===== config.mk =====
export PLATFORM = sky130hd
export DESIGN_NAME = wb_shared_bus_arb
export DESIGN_NICKNAME = d
export VERILOG_FILES = /design/src/rtl/wb_shared_bus_arb.sv
export SDC_FILE = /design/constraint.sdc
export NUM_CORES = 1
export LEC_CHECK = 0
export BUFFER_PORTS_ARGS = -buffer_cell sky130_fd_sc_hd__buf_2
export CORE_AREA = 4 4 269 271
export DETAILED_ROUTE_END_ITERATION = 8
export DIE_AREA = 0 0 273 275
export GPL_ROUTABILITY_DRIVEN = 0
export HOLD_SLACK_MARGIN = 0.12
export PLACE_DENSITY_LB_ADDON = 0.08
export SYNTH_ARGS = -nofsm -noshare
export SYNTH_HDL_FRONTEND = slang
export SYNTH_SLANG_ARGS = --single-unit

===== constraint.sdc =====
create_clock -name clk_i -period 4.85 [get_ports clk_i]
set_clock_uncertainty 0.1 [all_clocks]
set_input_delay 0.7275 -clock clk_i [delete_from_list [all_inputs] [get_ports clk_i]]
set_output_delay 0.7275 -clock clk_i [all_outputs]
set_load 0.005 [all_outputs]

===== src/rtl/wb_shared_bus_arb.sv =====
// Wishbone shared-bus arbiter: NUM_MASTERS masters share one bus to NUM_SLAVES slaves, round-robin.
// Latency: grant registered 1 cycle after cyc on an idle bus; request and response paths are combinational.
// Backpressure: non-preemptive; waiting masters hold cyc until granted, a stalled slave holds the bus.
//
// Ports: clk_i/rst_i (async active-high reset); m_* flattened master side (master k at [k*W +: W]),
// m_data_o read data broadcast to all masters; s_* shared slave side with per-slave cyc/stb;
// gnt_o one-hot owner (0 when idle), busy_o bus owned.
// Optional: define WB_SBUS_TIMEOUT_EN to add a watchdog that errors a transfer stalled TIMEOUT_CYCLES cycles.
module wb_shared_bus_arb #(
  parameter int NUM_MASTERS    = 4,
  parameter int NUM_SLAVES     = 8,
  parameter int AW             = 32,
  parameter int DW             = 32,
  parameter int SB             = $clog2(NUM_SLAVES),
  parameter int TIMEOUT_CYCLES = 255
) (
  input  logic                        clk_i,
  input  logic                        rst_i,
  input  logic [NUM_MASTERS-1:0]      m_cyc_i,
  input  logic [NUM_MASTERS-1:0]      m_stb_i,
  input  logic [NUM_MASTERS-1:0]      m_we_i,
  input  logic [NUM_MASTERS*AW-1:0]   m_addr_i,
  input  logic [NUM_MASTERS*DW-1:0]   m_data_i,
  input  logic [NUM_MASTERS*DW/8-1:0] m_sel_i,
  output logic [DW-1:0]               m_data_o,
  output logic [NUM_MASTERS-1:0]      m_ack_o,
  output logic [NUM_MASTERS-1:0]      m_err_o,
  output logic [NUM_MASTERS-1:0]      m_rty_o,
  output logic [NUM_SLAVES-1:0]       s_cyc_o,
  output logic [NUM_SLAVES-1:0]       s_stb_o,
  output logic                        s_we_o,
  output logic [AW-1:0]               s_addr_o,
  output logic [DW-1:0]               s_data_o,
  output logic [DW/8-1:0]             s_sel_o,
  input  logic [NUM_SLAVES*DW-1:0]    s_data_i,
  input  logic [NUM_SLAVES-1:0]       s_ack_i,
  input  logic [NUM_SLAVES-1:0]       s_err_i,
  input  logic [NUM_SLAVES-1:0]       s_rty_i,
  output logic [NUM_MASTERS-1:0]      gnt_o,
  output logic                        busy_o
);

  localparam int MW = (NUM_MASTERS > 1) ? $clog2(NUM_MASTERS) : 1;
  localparam int SW = DW / 8;
  // Slave count widened by one bit so the decode-miss compare never wraps.
  localparam logic [SB:0] NSLV = (SB + 1)'(NUM_SLAVES);

  typedef enum logic [1:0] {IDLE, OWNED, DECERR} state_t;

  state_t                 state;
  logic [MW-1:0]          last_q;
  logic [NUM_MASTERS-1:0] dec_err_q;

  // Granted master's request, selected by the one-hot grant.
  logic          own_cyc, own_stb, own_we;
  logic [AW-1:0] own_addr;
  logic [DW-1:0] own_data;
  logic [SW-1:0] own_sel;
  logic [MW-1:0] own_idx;

  always_comb begin
    own_cyc  = 1'b0;
    own_stb  = 1'b0;
    own_we   = 1'b0;
    own_addr = '0;
    own_data = '0;
    own_sel  = '0;
    own_idx  = '0;
    for (int k = 0; k < NUM_MASTERS; k++) begin
      if (gnt_o[k]) begin
        own_cyc  = m_cyc_i[k];
        own_stb  = m_stb_i[k];
        own_we   = m_we_i[k];
        own_addr = m_addr_i[k*AW +: AW];
        own_data = m_data_i[k*DW +: DW];
        own_sel  = m_sel_i[k*SW +: SW];
        own_idx  = MW'(k);
      end
    end
  end

  logic [SB-1:0]         dsel;
  logic                  dec_miss;
  logic [NUM_SLAVES-1:0] dec_oh;

  assign dsel     = own_addr[AW-1 -: SB];
  assign dec_miss = {1'b0, dsel} >= NSLV;
  assign dec_oh   = NUM_SLAVES'(1) << dsel;

  // Only the decoded slave's response is looked at; other slaves are ignored.
  logic          rsp_ack, rsp_err, rsp_rty;
  logic [DW-1:0] rsp_data;

  always_comb begin
    rsp_ack  = 1'b0;
    rsp_err  = 1'b0;
    rsp_rty  = 1'b0;
    rsp_data = '0;
    for (int j = 0; j < NUM_SLAVES; j++) begin
      if (dsel == SB'(j)) begin
        rsp_ack  = s_ack_i[j];
        rsp_err  = s_err_i[j];
        rsp_rty  = s_rty_i[j];
        rsp_data = s_data_i[j*DW +: DW];
      end
    end
  end

  logic to_fire;

`ifdef WB_SBUS_TIMEOUT_EN
  localparam int TW = $clog2(TIMEOUT_CYCLES + 1);
  logic [TW-1:0] to_cnt;
  logic          stalled;

  assign stalled = busy_o && (state == OWNED) && !dec_miss && own_cyc && own_stb
                   && !(rsp_ack || rsp_err || rsp_rty);
  // Fires on the TIMEOUT_CYCLES-th consecutive stalled cycle, counting the current one.
  assign to_fire = stalled && (to_cnt == TW'(TIMEOUT_CYCLES - 1));

  always_ff @(posedge clk_i or posedge rst_i) begin
    if (rst_i)                    to_cnt <= '0;
    else if (stalled && !to_fire) to_cnt <= to_cnt + 1'b1;
    else                          to_cnt <= '0;
  end
`else
  logic unused_timeout;
  assign unused_timeout = (TIMEOUT_CYCLES != 0);
  assign to_fire        = 1'b0;
`endif

  logic slv_en, rsp_vld;
  assign slv_en  = busy_o && !dec_miss && !to_fire;
  assign rsp_vld = busy_o && !dec_miss;

  assign s_cyc_o  = {NUM_SLAVES{slv_en & own_cyc}} & dec_oh;
  assign s_stb_o  = {NUM_SLAVES{slv_en & own_cyc & own_stb}} & dec_oh;
  assign s_we_o   = own_we;
  assign s_addr_o = own_addr;
  assign s_data_o = own_data;
  assign s_sel_o  = own_sel;

  assign m_data_o = rsp_vld ? rsp_data : '0;
  assign m_ack_o  = gnt_o & {NUM_MASTERS{rsp_vld & rsp_ack}};
  assign m_rty_o  = gnt_o & {NUM_MASTERS{rsp_vld & rsp_rty}};
  assign m_err_o  = (gnt_o & {NUM_MASTERS{(rsp_vld & rsp_err) | to_fire}}) | dec_err_q;

  // Round-robin pick: first requester searching upward from last_q+1 with wrap.
  logic [NUM_MASTERS-1:0] rr_pick;
  logic [MW-1:0]          rr_idx;
  logic                   rr_found;

  always_comb begin
    rr_pick  = '0;
    rr_idx   = '0;
    rr_found = 1'b0;
    for (int i = 1; i <= NUM_MASTERS; i++) begin
      rr_idx = MW'((int'(last_q) + i) % NUM_MASTERS);
      if (!rr_found && m_cyc_i[rr_idx]) begin
        rr_pick[rr_idx] = 1'b1;
        rr_found        = 1'b1;
      end
    end
  end

  always_ff @(posedge clk_i or posedge rst_i) begin
    if (rst_i) begin
      state     <= IDLE;
      gnt_o     <= '0;
      busy_o    <= 1'b0;
      last_q    <= MW'(NUM_MASTERS - 1);
      dec_err_q <= '0;
    end else begin
      dec_err_q <= '0;
      case (state)
        IDLE: begin
          if (|m_cyc_i) begin
            gnt_o  <= rr_pick;
            busy_o <= 1'b1;
            state  <= OWNED;
          end
        end
        OWNED: begin
          if (!own_cyc) begin
            last_q <= own_idx;
            gnt_o  <= '0;
            busy_o <= 1'b0;
            state  <= IDLE;
          end else if (dec_miss && own_stb) begin
            // Error goes out next cycle; OWNED must see stb again before another one.
            dec_err_q <= gnt_o;
            state     <= DECERR;
          end
        end
        DECERR:  state <= OWNED;
        default: state <= IDLE;
      endcase
    end
  end

endmodule


==> results of run 1 <==
[power breakdown]
group	switching [mW]	internal (mW)
logic	3.75	2.10
registers	0.174	0.102
clock network	0.0343	0.108
total	3.95	2.31
[through the flow]
step,cells,util
6_report,2420,0.142
5_1_grt,2414,0.142
4_1_cts,2410,0.141
3_5_place_dp,2406,0.140
3_3_place_gp,2406,0.140
2_1_floorplan,837,-
[cell usage after synthesis, drive strengths merged (4+ instances only)]
| cell type | number | area [µm²] |
|---|---|---|
| a21oi | 62 | 310 |
| clkbuf | 66 | 248 |
| ha | 7 | 87.6 |
| o211ai | 23 | 178 |
| a221o | 6 | 60.1 |
| a22oi | 153 | 1150 |
| a31oi | 26 | 163 |
| a221oi | 4 | 52.6 |
| a22o | 20 | 175 |
| inv | 9 | 36.3 |
| nor2 | 16 | 60.1 |
| mux2 | 22 | 248 |
| o22ai | 8 | 50.1 |
| nand2 | 121 | 454 |
| nand4 | 22 | 138 |
| dfrtp | 5 | 125 |
| nor3 | 32 | 160 |
| o21ai | 112 | 561 |
| nand3 | 9 | 45.0 |
| mux2i | 12 | 120 |
| buf | 37 | 201 |
| o2111ai | 22 | 193 |
| nand2b | 4 | 25.0 |
[cells in the final DEF, fill, tap and decap left out, drive strengths merged, types with 4 or more instances in the layout]
cell type / netlist / layout
nand3: 9 / 9
a22o: 20 / 20
a21oi: 62 / 62
mux2i: 12 / 12
nand2: 121 / 121
a31oi: 26 / 26
a221o: 6 / 6
dfrtp: 5 / 5
inv: 9 / 9
ha: 7 / 7
o22ai: 8 / 8
diode: 0 / 10
nand2b: 4 / 4
nor3: 32 / 32
a22oi: 153 / 153
nor2: 16 / 16
a221oi: 4 / 4
o2111ai: 22 / 22
nand4: 22 / 22
o21ai: 112 / 112
mux2: 22 / 22
o211ai: 23 / 23
buf: 37 / 732
[worst register-to-register path, cell delays in order (launching register included)]
cell	delay [ps]
dfstp_2	650
inv_1	160
ha_1	360
mux4_2	490
nor2b_1	180
a22o_1	180
mux2i_1	160
a31oi_1	100
[per-layer routing]
metal | routed length [µm] | vias to the layer above | global-route usage
met5 | 152 | - | 0
met2 | 31000 | 542 | 0.279
met4 | 1850 | 24 | 0.0433
met1 | 22500 | 4679 | 0.163
met3 | 5100 | 70 | 0.0429
li1 | - | 4597 | -
[area by class of cell]
| cell class | count | area, µm² |
|---|---|---|
| clock inverters | 1 | 5.00 |
| fillers | 8268 | 59900 |
| multi-input cells | 718 | 4620 |
| clock buffers | 3 | 75.1 |
| well taps | 940 | 1180 |
| inverters | 9 | 36.3 |
| diodes | 10 | 25.0 |
| flip-flops and latches | 7 | 186 |
| repair buffers | 732 | 3770 |
[state kept, by name, summed over array words and instances, names as in the netlist]
name / count
busy_o: 1
gnt_o: 4
last_q: 2
[cell families after synthesis]
group / synth area share
mux: 0.0831
flops: 0.0339
buf+inv: 0.0926
compound gates: 0.576
fa+ha+maj: 0.0167
simple gates: 0.198
[worst max-delay path by stage]
stage,start,to,slack [ps],cells past startpoint
global placement,gnt_o[2],s_stb_o[4],640,6
global route,gnt_o[1],s_stb_o[4],330,8
floorplan,m_addr_i[30],m_data_o[22],1850,8
finish,gnt_o[1],s_stb_o[4],650,8
CTS,gnt_o[1],s_stb_o[4],380,8
detailed placement,gnt_o[1],s_stb_o[4],630,8
==> impl_results.html, run 1 <==
<table>
<tr><th>Metric</th><th>Value</th></tr>
<tr><th colspan="2">Run status</th></tr>
<tr><td>Run status</td><td>complete, no violations</td></tr>
<tr><th colspan="2">Timing</th></tr>
<tr><td>Final Hold Fails</td><td>0</td></tr>
<tr><td>Number of slew-limit violations in the final report</td><td>0</td></tr>
<tr><td>Worst slew margin relative to its limit</td><td>0.352</td></tr>
<tr><td>Worst-Margin Slew</td><td>972 ps</td></tr>
<tr><td>Post-layout min period</td><td>4200 ps</td></tr>
<tr><td>Achievable clock frequency</td><td>0.238 GHz</td></tr>
<tr><td>Part of the cycle the worst path needs</td><td>0.866</td></tr>
<tr><td>Slack of the critical path</td><td>648 ps</td></tr>
<tr><td>Setup Viol. Count Final</td><td>0</td></tr>
<tr><td>Unrepaired setup endpoints after global routing</td><td>no</td></tr>
<tr><td>Post-route setup TNS</td><td>0 ps</td></tr>
<tr><td>Final-layout worst hold slack</td><td>347 ps</td></tr>
<tr><th colspan="2">Pwr</th></tr>
<tr><td>Peak supply drop</td><td>0.000224 V</td></tr>
<tr><td>PD cells</td><td>633 nW/µm²</td></tr>
<tr><td>Standby leakage power</td><td>4.61 nW</td></tr>
<tr><td>Sum of internal, switching and leakage power</td><td>6.26 mW</td></tr>
<tr><th colspan="2">Place</th></tr>
<tr><td>Number of port buffers</td><td>699</td></tr>
<tr><td>Placed inst area</td><td>9790 µm²</td></tr>
<tr><td>Dpl hpwl</td><td>51.2 mm</td></tr>
<tr><td>Placement Setup Slack</td><td>635 ps</td></tr>
<tr><th colspan="2">Detailed routing</th></tr>
<tr><td>Count of unresolved DRC violations after routing</td><td>0</td></tr>
<tr><td>Vias per cell</td><td>4.10</td></tr>
<tr><td>DRT Wirelength</td><td>60.6 mm</td></tr>
<tr><td>Routed Antenna Nets</td><td>0</td></tr>
<tr><td>WL per Instance</td><td>25.1 µm</td></tr>
<tr><td>Total via count after detailed routing</td><td>9912</td></tr>
<tr><td>Violation count after the first detailed-routing iteration</td><td>518</td></tr>
<tr><td>Number of iterations in the first detailed-routing pass</td><td>7</td></tr>
<tr><th colspan="2">Run</th></tr>
<tr><td>Max-cap check violation count</td><td>0</td></tr>
<tr><th colspan="2">Setup path</th></tr>
<tr><td>Type of origin of the critical path</td><td>flop</td></tr>
<tr><td>Slowest-stage cell, CP</td><td>dfrtp_1</td></tr>
<tr><td>Setup slack, reg-to-reg</td><td>2320 ps</td></tr>
<tr><td>Critical Path Sink Type</td><td>output pin</td></tr>
<tr><td>Origin of the critical flop-to-flop path</td><td>last_q[0]</td></tr>
<tr><td>CP cell instances</td><td>nand3b_1, a221oi_4, nor2_2, inv_2, buf_4, nand3_1, nor2_1, buf_2</td></tr>
<tr><td>Buffers plus inverters on the worst setup path</td><td>3</td></tr>
<tr><td>Classification of the worst setup path</td><td>reg2out</td></tr>
<tr><td>Data required time of the critical path</td><td>4020 ps</td></tr>
<tr><td>Reg2Reg Capture Point</td><td>gnt_o[2]</td></tr>
<tr><td>Max Fanout on Critical Path</td><td>15</td></tr>
<tr><td>R2R depth</td><td>7</td></tr>
<tr><td>Largest delay contributor family on the critical path</td><td>simple AND/OR/NAND/NOR gates</td></tr>
<tr><td>Data arrival time of the critical path</td><td>3370 ps</td></tr>
<tr><td>Slowest stage delay, CP</td><td>620 ps</td></tr>
<tr><th colspan="2">Yosys</th></tr>
<tr><td>Count of unique library cells instantiated by Yosys</td><td>54</td></tr>
<tr><td>Cell count after synthesis</td><td>837</td></tr>
<tr><td>Net count of the mapped netlist</td><td>1410</td></tr>
<tr><td>Ys flop type</td><td>dfrtp_1</td></tr>
<tr><td>Seq/Total Area, Yosys</td><td>0.0339</td></tr>
<tr><td>YS warnings</td><td>0</td></tr>
<tr><td>Number of enable-type register cells in the synthesized netlist</td><td>0</td></tr>
<tr><td>Mapped Avg Cell Area</td><td>6.26 µm²</td></tr>
<tr><td>Share of synthesized registers carrying an async set or reset</td><td>1.00</td></tr>
<tr><td>Flip-flop and latch count after synthesis</td><td>7</td></tr>
<tr><td>Synthesized area</td><td>5240 µm²</td></tr>
<tr><th colspan="2">Clocking</th></tr>
<tr><td>Total CTS buffers</td><td>3</td></tr>
<tr><td>Master cell of the clock root buffer</td><td>clkbuf_16</td></tr>
<tr><td># clock sinks</td><td>7</td></tr>
<tr><td>CTS tree</td><td>done</td></tr>
<tr><td>Number of H-tree levels</td><td>1</td></tr>
<tr><td>Setup Buffers After CTS</td><td>0</td></tr>
<tr><td>Post_cts resized</td><td>0</td></tr>
<tr><td>Clock slew at the register clock pins of the worst setup and hold paths</td><td>40 ps</td></tr>
<tr><td>Clk Latency, worst-skew pair</td><td>230 ps</td></tr>
<tr><td>Total of hold buffers inserted after clock tree synthesis</td><td>0</td></tr>
<tr><td>Maximum buffer depth of the clock tree</td><td>2</td></tr>
<tr><th colspan="2">GRT</th></tr>
<tr><td>Largest net degree at the start of global routing</td><td>100</td></tr>
<tr><td>Number of antenna violations at the first check in global routing</td><td>27</td></tr>
<tr><td>Overall fraction of global-route tracks in use</td><td>0.149</td></tr>
<tr><td>Overflow left after global routing</td><td>0</td></tr>
<tr><td>Number of global-route vias before repair</td><td>10400</td></tr>
<tr><td>Global-route wire length before repair</td><td>80.7 mm</td></tr>
<tr><th colspan="2">Finish</th></tr>
<tr><td>Area growth from synthesis to final layout</td><td>88.8%</td></tr>
<tr><td>Number of nets in the finished design</td><td>2044</td></tr>
<tr><td>Final design area excluding fillers</td><td>9900 µm²</td></tr>
<tr><td>Share of post-route cells with drive strength above 1</td><td>0.532</td></tr>
<tr><th colspan="2">Floorplanning</th></tr>
<tr><td>Overall die height</td><td>275 µm</td></tr>
<tr><td>Starting density of the core</td><td>0.0751</td></tr>
<tr><td>Die Span X</td><td>273 µm</td></tr>
<tr><td>Rows</td><td>97</td></tr>
<tr><td>Boundary pin count</td><td>700</td></tr>
<tr><td>Area inside the core boundary</td><td>69800 µm²</td></tr>
<tr><td>Die footprint</td><td>75100 µm²</td></tr>
<tr><th colspan="2">Worst hold path</th></tr>
<tr><td>Min-delay worst type</td><td>in2async</td></tr>
</table>
(Power assumes the default switching activity.)
==> inputs of run 2 (changes only) <==
--- a/config.mk
+++ b/config.mk
@@ -5,10 +5,11 @@
 export SDC_FILE = /design/constraint.sdc
 export NUM_CORES = 1
 export LEC_CHECK = 0
+export ABC_AREA = 1
 export BUFFER_PORTS_ARGS = -buffer_cell sky130_fd_sc_hd__buf_2
-export CORE_AREA = 4 4 269 271
+export CORE_AREA = 4 4 272 274
 export DETAILED_ROUTE_END_ITERATION = 8
-export DIE_AREA = 0 0 273 275
+export DIE_AREA = 0 0 276 278
 export GPL_ROUTABILITY_DRIVEN = 0
 export HOLD_SLACK_MARGIN = 0.12
 export PLACE_DENSITY_LB_ADDON = 0.08
==> run 2 against run 1 <==
Against the previous run: die area grew 2.2%; via count is 0.94% lower; critical endpoint is now m_rty_o[3]; sequential cell count did not move; area after synthesis is 6.7% lower; highest routed layer unchanged; wire length shrank 4.4%; final cell count grew 9.6%; synthesized cell count increased by 24%; critical path type unchanged; core utilization shrank 0.76 points; setup slack worse by 23 ps; largest power group unchanged; global-route usage fell by 0.79 points; sequential power shrank 47%.
==> impl_results.html, run 2 <==
<table>
<tr><th>Metric</th><th>Value</th></tr>
<tr><th colspan="2">Clocking</th></tr>
<tr><td>CTS tree</td><td>done</td></tr>
<tr><td>Total CTS buffers</td><td>3 (unchanged)</td></tr>
<tr><td>Master cell of the clock root buffer</td><td>clkbuf_16</td></tr>
<tr><td>Total of hold buffers inserted after clock tree synthesis</td><td>0 (unchanged)</td></tr>
<tr><td>Post_cts resized</td><td>0 (unchanged)</td></tr>
<tr><td>Clock slew at the register clock pins of the worst setup and hold paths</td><td>40 ps (about the same)</td></tr>
<tr><td>Maximum buffer depth of the clock tree</td><td>2 (unchanged)</td></tr>
<tr><td># clock sinks</td><td>7 (unchanged)</td></tr>
<tr><td>Number of H-tree levels</td><td>1 (unchanged)</td></tr>
<tr><td>Clk Latency, worst-skew pair</td><td>230 ps (about the same)</td></tr>
<tr><td>Setup Buffers After CTS</td><td>0 (unchanged)</td></tr>
<tr><th colspan="2">Yosys</th></tr>
<tr><td>Fraction of post-synthesis cell area in the top cell type by area</td><td>0.335 (+0.116)</td></tr>
<tr><td>Post-synthesis cell type with the largest combined area</td><td>nand2_1</td></tr>
<tr><td>Portion of netlist area occupied by mux cells</td><td>0 (-0.0831)</td></tr>
<tr><td>Number of enable-type register cells in the synthesized netlist</td><td>0 (unchanged)</td></tr>
<tr><td>Flip-flop and latch count after synthesis</td><td>7 (unchanged)</td></tr>
<tr><td>Count of unique library cells instantiated by Yosys</td><td>31 (-43%)</td></tr>
<tr><td>Ys flop type</td><td>dfrtp_1</td></tr>
<tr><td>YS warnings</td><td>0 (unchanged)</td></tr>
<tr><td>Mapped Avg Cell Area</td><td>4.72 µm² (-25%)</td></tr>
<tr><td>Share of the synthesized area in compound gates (AO/OA/AOI/OAI)</td><td>0.174 (-0.402)</td></tr>
<tr><td>Share of synthesized registers carrying an async set or reset</td><td>1.00 (unchanged)</td></tr>
<tr><td>Seq/Total Area, Yosys</td><td>0.0363 (+0.00245)</td></tr>
<tr><td>Net count of the mapped netlist</td><td>1609 (+14%)</td></tr>
<tr><td>Fraction of synthesized cell area in xor and xnor cells</td><td>0 (unchanged)</td></tr>
<tr><td>Synthesized area</td><td>4890 µm² (-6.7%)</td></tr>
<tr><td>Synthesized-area fraction occupied by and/or/nand/nor cells</td><td>0.664 (+0.466)</td></tr>
<tr><td>Adder and majority gate portion of the synthesized area</td><td>0.0179 (+0.00121)</td></tr>
<tr><td>Largest family of logic cells by synthesized area</td><td>simple AND/OR/NAND/NOR gates</td></tr>
<tr><td>Most instantiated cells after synthesis</td><td>nand2_1, nor2_1, nand3_1</td></tr>
<tr><td>Dominant cell by count in the synthesized netlist</td><td>nand2_1</td></tr>
<tr><td>Cell count after synthesis</td><td>1036 (+24%)</td></tr>
<tr><td>Area contributors post-synth</td><td>nand2_1, nand4_1, nand3_1</td></tr>
<tr><th colspan="2">Finish</th></tr>
<tr><td>Most common cell after layout, fill and taps aside</td><td>buf_2</td></tr>
<tr><td>Multi-input logic area</td><td>4190 µm² (-9.3%)</td></tr>
<tr><td>Area growth from synthesis to final layout</td><td>95.9%</td></tr>
<tr><td>Share of post-route cells with drive strength above 1</td><td>0.454 (-0.0775)</td></tr>
<tr><td>Area taken by flip-flops and latches</td><td>179 µm² (-4.0%)</td></tr>
<tr><td>Filler cell count</td><td>8677 (+4.9%)</td></tr>
<tr><td>Largest register by flop count</td><td>gnt_o</td></tr>
<tr><td>Max reg flops</td><td>4 (unchanged)</td></tr>
<tr><td>Most used cells in the layout excluding fill and tap cells</td><td>buf_2, nand2_1, nor2_1</td></tr>
<tr><td>Regs by FF count</td><td>gnt_o: 4 flops, last_q: 2 flops, busy_o: 1 flops</td></tr>
<tr><td>Number of nets in the finished design</td><td>2266 (+11%)</td></tr>
<tr><th colspan="2">Setup path</th></tr>
<tr><td>Origin of the critical flop-to-flop path</td><td>last_q[0]</td></tr>
<tr><td>Slowest stage delay, CP</td><td>480 ps (-140 ps)</td></tr>
<tr><td>Setup slack, reg-to-reg</td><td>2300 ps (-20 ps)</td></tr>
<tr><td>Data arrival time of the critical path</td><td>3400 ps (+30 ps)</td></tr>
<tr><td>CP Launch Point</td><td>gnt_o[3]</td></tr>
<tr><td>Largest delay contributor family on the critical path</td><td>simple AND/OR/NAND/NOR gates</td></tr>
<tr><td>Buffers plus inverters on the worst setup path</td><td>4 (+1)</td></tr>
<tr><td>Type of origin of the critical path</td><td>flop</td></tr>
<tr><td>CP cell instances</td><td>clkinv_2, nand3_1, nand3_1, nor2_4, nand3_2, inv_2, buf_4, nand2_1, nand4_1, nand2_1, nor2_1, buf_2</td></tr>
<tr><td>Classification of the worst setup path</td><td>reg2out</td></tr>
<tr><td>Critical Path Sink Type</td><td>output pin</td></tr>
<tr><td>Data required time of the critical path</td><td>4020 ps (about the same)</td></tr>
<tr><td>Slowest-stage cell, CP</td><td>dfrtp_2</td></tr>
<tr><td>Max Fanout on Critical Path</td><td>20 (+5)</td></tr>
<tr><th colspan="2">Floorplanning</th></tr>
<tr><td>Overall die height</td><td>278 µm (+1.1%)</td></tr>
<tr><td>Die footprint</td><td>76700 µm² (+2.2%)</td></tr>
<tr><td>Area inside the core boundary</td><td>71400 µm² (+2.3%)</td></tr>
<tr><td>Die Span X</td><td>276 µm (+1.1%)</td></tr>
<tr><td>Boundary pin count</td><td>700 (unchanged)</td></tr>
<tr><td>Starting density of the core</td><td>0.0685 (-0.00661)</td></tr>
<tr><td>Rows</td><td>98 (+1.0%)</td></tr>
<tr><th colspan="2">Detailed routing</th></tr>
<tr><td>Metal2 WL</td><td>30.2 mm (-2.6%)</td></tr>
<tr><td>DRT Wirelength</td><td>58.0 mm (-4.4%)</td></tr>
<tr><td>Total via count after detailed routing</td><td>9819 (-0.94%)</td></tr>
<tr><td>DRT met1 WL</td><td>21.6 mm (-4.0%)</td></tr>
<tr><td>Highest metal layer with signal wires</td><td>met5</td></tr>
<tr><td>Detail Route met3 WL</td><td>5.20 mm (+2.0%)</td></tr>
<tr><td>Number of iterations in the first detailed-routing pass</td><td>5 (-2)</td></tr>
<tr><td>Count of unresolved DRC violations after routing</td><td>0 (unchanged)</td></tr>
<tr><td>Violation count after the first detailed-routing iteration</td><td>409 (-21%)</td></tr>
<tr><td>WL per Instance</td><td>21.9 µm (-13%)</td></tr>
<tr><td>Routed Antenna Nets</td><td>0 (unchanged)</td></tr>
<tr><td>Vias per cell</td><td>3.70 (-9.6%)</td></tr>
<tr><th colspan="2">GRT</th></tr>
<tr><td>Number of global-route vias before repair</td><td>10300 (-0.59%)</td></tr>
<tr><td>Overflow left after global routing</td><td>0 (unchanged)</td></tr>
<tr><td>Largest net degree at the start of global routing</td><td>77 (-23%)</td></tr>
<tr><td>Number of antenna violations at the first check in global routing</td><td>27 (unchanged)</td></tr>
<tr><td>Overall fraction of global-route tracks in use</td><td>0.141 (-0.00787)</td></tr>
<tr><td>Global-route wire length before repair</td><td>78.9 mm (-2.2%)</td></tr>
<tr><th colspan="2">Timing</th></tr>
<tr><td>Worst slew margin relative to its limit</td><td>0.390 (+0.0379)</td></tr>
<tr><td>Post-route setup TNS</td><td>0 ps (unchanged)</td></tr>
<tr><td>Achievable clock frequency</td><td>0.237 GHz (-0.54%)</td></tr>
<tr><td>Final-layout worst hold slack</td><td>329 ps (-18.2 ps)</td></tr>
<tr><td>Post-layout min period</td><td>4220 ps (+22.7 ps)</td></tr>
<tr><td>Part of the cycle the worst path needs</td><td>0.871 (+0.00469)</td></tr>
<tr><td>Worst-Margin Slew</td><td>915 ps (-56.8 ps)</td></tr>
<tr><td>Number of slew-limit violations in the final report</td><td>0 (unchanged)</td></tr>
<tr><td>Final Hold Fails</td><td>0 (unchanged)</td></tr>
<tr><td>Setup Viol. Count Final</td><td>0 (unchanged)</td></tr>
<tr><td>Unrepaired setup endpoints after global routing</td><td>no</td></tr>
<tr><th colspan="2">Place</th></tr>
<tr><td>Number of port buffers</td><td>699 (unchanged)</td></tr>
<tr><td>Dpl hpwl</td><td>50.1 mm (-2.1%)</td></tr>
<tr><th colspan="2">Pwr</th></tr>
<tr><td>Share of power burned in registers</td><td>0.039 (-0.005)</td></tr>
<tr><td>Peak supply drop</td><td>0.000216 V (-3.4%)</td></tr>
<tr><td>Share of power burned in the clock network</td><td>0.038 (+0.015)</td></tr>
<tr><td>Net switching power</td><td>2.37 mW (-40%)</td></tr>
<tr><td>PD cells</td><td>395 nW/µm² (-38%)</td></tr>
<tr><td>Sum of internal, switching and leakage power</td><td>3.79 mW (-40%)</td></tr>
<tr><td>Cell-internal power</td><td>1.41 mW (-39%)</td></tr>
<tr><td>Standby leakage power</td><td>5.19 nW (+12%)</td></tr>
<tr><td>Switching share of power</td><td>0.627 (-0.00419)</td></tr>
<tr><td>Fraction of power consumed by combinational cells</td><td>0.924 (-0.009)</td></tr>
<tr><th colspan="2">Run</th></tr>
<tr><td>Max-cap check violation count</td><td>0 (unchanged)</td></tr>
<tr><th colspan="2">Worst hold path</th></tr>
<tr><td>Min-delay worst type</td><td>in2async</td></tr>
<tr><th colspan="2">Run status</th></tr>
<tr><td>Run status</td><td>complete, no violations</td></tr>
</table>
-- run 2: per-stage QoR --
stage	util	setup WS (ps)	area, µm²	std cells
2_1_floorplan	-	2080	4890	1036
3_3_place_gp	0.133	792	9480	2638
5_1_grt	0.134	248	9560	2645
4_1_cts	0.134	428	9560	2642
3_5_place_dp	0.133	684	9480	2638
6_report	0.134	626	9580	2652
-- run 2: per-layer routing --
metal,GRT usage,vias to the layer above
met1,0.152,4485
met5,0,-
li1,-,4750
met4,0.0177,18
met2,0.273,512
met3,0.0470,54
-- run 2: logic make-up after synthesis --
| family | after synthesis |
|---|---|
| and+or+nand+nor | 734 |
| AOI/OAI and AO/OA | 156 |
| buffers and inverters | 132 |
| adders and majority gates | 7 |
| DFF | 7 |
-- run 2: power by group through the flow --
stage               Sequential [mW]  Combinational [mW]  Clock (mW)
floorplan                     0.112                1.83           0
global placement              0.148                3.66           0
detailed placement            0.147                3.63           0
CTS                           0.146                3.64       0.143
global route                  0.153                3.94       0.148
finish                        0.146                3.50       0.142
-- run 2: path summary, 6_finish.rpt --
kind | end | cells after the start
min in group clk_i | last_q[0] | 2
setup reg to reg | gnt_o[3] | 9
setup / recovery | m_rty_o[3] | 12
hold / removal | busy_o | 2
hold reg to reg | last_q[0] | 2
max in group asynchronous | last_q[1] | 2
-- run 2: cell type report --
class                           count  area share
Multi-Input combinational cell    897       0.438
Timing Repair Buffer              722       0.384
Tap cell                          950       0.124
Inverter                           62      0.0244
Sequential cell                     7      0.0187
Clock buffer                        4     0.00823
Antenna cell                       10     0.00261
